$ cat src/rtl/fetch_queue_pkg.sv
// Fetch queue local types.
// fq_op_e: per-edge queue operation, encoded as {push,pop}.
package fetch_queue_pkg;
  typedef enum logic [1:0] {
    OP_IDLE = 2'b00,
    OP_POP  = 2'b01,
    OP_PUSH = 2'b10,
    OP_BOTH = 2'b11
  } fq_op_e;
endpackage

$ cat src/rtl/riscv_pkg.sv
// Core-wide constants shared by the pipeline.
// XLEN: register/PC width; NOP_INSTR: canonical addi x0,x0,0.
package riscv_pkg;
  localparam int XLEN = 32;
  localparam logic [31:0] NOP_INSTR = 32'h0000_0013;
endpackage

$ cat src/rtl/fetch_queue.sv
// Decoupling FIFO between fetch and decode.
// Ports: clk/rst, fetch push side (ValidF/ReadyF + payload),
// decode pop side (ValidD/ReadyD + payload), FlushD, Count.
module fetch_queue
  import fetch_queue_pkg::*;
#(
  parameter int XLEN  = riscv_pkg::XLEN,
  parameter int DEPTH = 4
) (
  input  logic                   clk,
  input  logic                   rst,
  input  logic                   ValidF,
  input  logic [31:0]            InstrF,
  input  logic [XLEN-1:0]        PCF,
  input  logic [XLEN-1:0]        PCPlus4F,
  output logic                   ReadyF,
  input  logic                   FlushD,
  input  logic                   ReadyD,
  output logic                   ValidD,
  output logic [31:0]            InstrD,
  output logic [XLEN-1:0]        PCD,
  output logic [XLEN-1:0]        PCPlus4D,
  output logic [$clog2(DEPTH):0] Count
);

  localparam int AW = $clog2(DEPTH);
  localparam int CW = AW + 1;
  localparam logic [CW-1:0] FULL = CW'(DEPTH);
  localparam logic [CW-1:0] ONE  = CW'(1);
  localparam logic [AW-1:0] STEP = AW'(1);

  logic [31:0]     instr_q [DEPTH];
  logic [XLEN-1:0] pc_q    [DEPTH];
  logic [XLEN-1:0] pc4_q   [DEPTH];

  logic [AW-1:0] wp_q;
  logic [AW-1:0] rp_q;
  logic [CW-1:0] cnt_q;

  logic   push;
  logic   pop;
  fq_op_e op;

  // Handshakes look only at registered occupancy, so a full
  // queue never relies on a same-cycle pop to accept.
  assign ReadyF = (cnt_q != FULL);
  assign ValidD = (cnt_q != '0);
  assign Count  = cnt_q;

  assign push = ValidF && ReadyF && !FlushD;
  assign pop  = ValidD && ReadyD && !FlushD;
  assign op   = fq_op_e'({push, pop});

  always_ff @(posedge clk or posedge rst) begin
    if (rst) begin
      wp_q  <= '0;
      rp_q  <= '0;
      cnt_q <= '0;
    end else if (FlushD) begin
      wp_q  <= '0;
      rp_q  <= '0;
      cnt_q <= '0;
    end else begin
      unique case (op)
        OP_IDLE: ;
        OP_POP: begin
          rp_q  <= rp_q + STEP;
          cnt_q <= cnt_q - ONE;
        end
        OP_PUSH: begin
          wp_q  <= wp_q + STEP;
          cnt_q <= cnt_q + ONE;
        end
        OP_BOTH: begin
          wp_q <= wp_q + STEP;
          rp_q <= rp_q + STEP;
        end
        default: ;
      endcase
    end
  end

  // Payload storage carries no reset; empty outputs are masked.
  always_ff @(posedge clk) begin
    if (push) begin
      instr_q[wp_q] <= InstrF;
      pc_q[wp_q]    <= PCF;
      pc4_q[wp_q]   <= PCPlus4F;
    end
  end

  assign InstrD   = ValidD ? instr_q[rp_q] : riscv_pkg::NOP_INSTR;
  assign PCD      = ValidD ? pc_q[rp_q]    : '0;
  assign PCPlus4D = ValidD ? pc4_q[rp_q]   : '0;

endmodule
$ cat config.mk
export PLATFORM = sky130hd
export DESIGN_NAME = fetch_queue
export DESIGN_NICKNAME = d
export VERILOG_FILES = /design/src/rtl/fetch_queue_pkg.sv /design/src/rtl/riscv_pkg.sv /design/src/rtl/fetch_queue.sv
export SDC_FILE = /design/constraint.sdc
export NUM_CORES = 1
export LEC_CHECK = 0
export CAP_MARGIN = 20
export CELL_PAD_IN_SITES_DETAIL_PLACEMENT = 1
export CELL_PAD_IN_SITES_GLOBAL_PLACEMENT = 2
export CORE_UTILIZATION = 38
export DETAILED_ROUTE_END_ITERATION = 10
export HOLD_SLACK_MARGIN = 0.06
export PLACE_DENSITY_LB_ADDON = 0.1
export SLEW_MARGIN = 25
export SYNTH_ARGS = -nofsm -noshare
export SYNTH_HDL_FRONTEND = slang
export SYNTH_SLANG_ARGS = --single-unit
$ cat constraint.sdc
create_clock -name clk -period 3.6 [get_ports clk]
set_input_delay 0.36 -clock clk [delete_from_list [all_inputs] [get_ports clk]]
set_output_delay 0.36 -clock clk [all_outputs]
set_load 0.01 [all_outputs]
==> results_dict.tcl, run 1 <==
set metrics [dict create \
    status "finished, final reports clean" \
    cts_root_buf "clkbuf_16" \
    initial_utilization_pct 38.7 \
    clk_latency_ns 0.54 \
    pin_count 202 \
    die-width_um 201 \
    fin_setup_tns_ns 0 \
    cts_tree "yes" \
    synth.top_cell.area_share_pct 76.9 \
    slew_headroom_pct 45.0 \
    netlist_area_um2 15000 \
    yosys_register_bits 391 \
    antenna_found_initial 3 \
    critPathLaunchType "flop" \
    dp_slack_ns 0.851 \
    drt-total-wl_mm 33.0 \
    powerDensity_nw_per_um2 757 \
    timing.final.crit_share_pct 90.0 \
    area_growth_pct 27.1 \
    hold_violations 0 \
    synthTopCellsByArea "edfxtp_1 77%, mux4_2 14%, and2_1 4.0%, dfrtp_1 1.2%, buf_2 0.47%" \
    multi_input_area_um2 3080 \
    end_kind "primary output" \
    cap_violations 0 \
    drv_slew 0 \
    fillCellCount 3545 \
    drc 0 \
    rsz0062_at_grt "false" \
    grt_pass1_wl_mm 50.6 \
    synth_top_flop_cell "edfxtp_1" \
    nets 1003 \
    yosys.area.top_type "edfxtp_1" \
    wl_per_cell_um 22.8 \
    ctsLongestPathBuffers 3 \
    routabilityCongestion 0.697 \
    post_cts_buffers 0 \
    cts_buffers 43 \
    ctsHoldBuffers 0 \
    syn_area_per_cell_um2 22.5 \
    track_usage_pct 16.7 \
    final_common_cell "edfxtp_1" \
    critPathMaxFanout 49 \
    io_buffers 201 \
    crit_arrival_ns 2.88 \
    crit_chain "nor3_1 -> inv_2 -> buf_4 -> and2_1 -> clkdlybuf4s50_1" \
    grt_max_degree 53 \
    layout_setup_ws_ns 0.360 \
    cpPeakStageDelay_ns 0.71 \
    ys_types 30 \
    ys_seq_area_share_pct 78.1 \
    fmax_mhz 309 \
    cts_resized 0 \
    yosysWarnings 0 \
    overflow 0 \
    dieArea_um2 40200 \
    htreeDepth 2 \
    worst_ep_required_time_ns 3.24 \
    p_leak_nw 6.01 \
    hp-class "primary input to async pin" \
    worst_pin_slew_ns 0.819 \
    drive_above_1_share_pct 19.3 \
    synth-edff-count 384 \
    synth-async-reset-ratio_pct 1.79 \
    core-area_um2 38700 \
    peakVddDrop_v 0.000456 \
    die_height_um 201 \
    first_pass_iters 4 \
    slowest_stage "nor3_1" \
    rows 72 \
    finClkSkew_ns 0.0138 \
    path_clk_slew_ns 0.05 \
    drtIter0Drc 301 \
    mostFrequentLayoutCells "384 x edfxtp_1, 201 x clkdlybuf4s50_1, 96 x mux4_2" \
    vias 7160 \
    vias_per_cell 4.95 \
    synth_nets 773 \
    drtAntennaViolNets 0 \
    hpwl_mm 20.3 \
    seqCellArea_um2 11700 \
    grt_pass1_vias 8303 \
    clock_sinks 391 \
    synth_cells 667 \
    crit_type "flop to primary output" \
    setup_viol 0 \
    fin_crit_ns 3.24 \
]
-- through the flow --
| step | util [%] | area [um^2] | cells | hold WS [ns] | power (mW) |
|---|---|---|---|---|---|
| 2_1_floorplan | - | 15000 | 667 | 0.163 | 8.11 |
| 3_3_place_gp | 45.8 | 17700 | 1370 | 0.560 | 10.5 |
| 3_5_place_dp | 45.8 | 17700 | 1370 | 0.588 | 10.6 |
| 4_1_cts | 49.2 | 19000 | 1446 | 0.0696 | 14.7 |
| 5_1_grt | 49.2 | 19100 | 1447 | 0.104 | 15.1 |
| 6_report | 49.2 | 19100 | 1447 | 0.0810 | 14.4 |
-- worst max-delay path: cells and delay by family, from the launching register on --
| family | cells | cell delay (ns) |
|---|---|---|
| simple gates | 2 | 0.92 |
| flops | 1 | 0.47 |
| buf+inv | 3 | 0.92 |
-- where the power goes --
part | switching (mW) | leakage (nW) | internal [mW] | total, mW
combinational | 2.15 | 1.79 | 2.69 | 4.83
clock | 1.66 | 0.639 | 2.41 | 4.07
sequential | 0.197 | 3.57 | 5.33 | 5.53
-- cells by family (layout without fill, tap and decap cells) --
logic type / Yosys count / after routing / synth area share (%)
xor+xnor: 5 / 5 / 0.292
other cells: 0 / 1 / 0
fa+ha+maj: 5 / 5 / 0.468
compound gates: 8 / 8 / 0.401
buf+inv: 41 / 302 / 1.44
flops: 391 / 391 / 78.1
simple gates: 120 / 120 / 4.81
mux: 97 / 97 / 14.5
-- layer usage --
layer,routed length [um],track usage [%]
met5,23,0
met4,549,4.50
met3,1430,3.93
met2,17200,29.7
met1,13700,20.5
-- state kept, by name, summed over array words and instances (netlist names) --
name / count
pc_q: 128
Count: 3
rp_q: 2
instr_q: 128
wp_q: 2
pc4_q: 128
-- cell usage after synthesis, drive strengths merged, types with 4 or more instances --
| cell type | n |
|---|---|
| nor2 | 8 |
| clkbuf | 16 |
| ha | 4 |
| and2 | 97 |
| edfxtp | 384 |
| dfrtp | 7 |
| nand2 | 4 |
| inv | 6 |
| mux4 | 96 |
| buf | 19 |
-- cell type report --
class | instances | area share (%)
repair buffers | 220 | 12.0
well taps | 518 | 3.40
diodes | 1 | 0.0131
multi-input cells | 235 | 16.1
inverters | 6 | 0.118
clock buffers | 61 | 6.38
flip-flops and latches | 391 | 61.5
clock inverters | 15 | 0.486
-- path summary, 6_finish.rpt --
check / startpoint / slack [ns] / endpoint / cells past startpoint
max: Count[1]$_DFFE_PP0P_ / 0.36 / InstrD[20] / 5
min: rst / 0.08 / wp_q[1]$_DFFE_PP0P_ / 2
max reg2reg: Count[2]$_DFFE_PP0P_ / 1.14 / Count[2]$_DFFE_PP0P_ / 8
min reg2reg: wp_q[1]$_DFFE_PP0P_ / 0.61 / wp_q[1]$_DFFE_PP0P_ / 2
max in group asynchronous: rst / 3.25 / rp_q[0]$_DFFE_PP0P_ / 2
min in group clk: PCF[0] / 0.46 / pc_q[1][0]$_DFFE_PP_ / 1
Power figures use the tool's default switching activity.
==> run 2, diff against run 1 <==
--- a/config.mk
+++ b/config.mk
@@ -5,7 +5,6 @@
 export SDC_FILE = /design/constraint.sdc
 export NUM_CORES = 1
 export LEC_CHECK = 0
-export CAP_MARGIN = 20
 export CELL_PAD_IN_SITES_DETAIL_PLACEMENT = 1
 export CELL_PAD_IN_SITES_GLOBAL_PLACEMENT = 2
 export CORE_UTILIZATION = 38
==> results of run 2 <==
Final layout, timing and power as in run 1 (identical DEF).
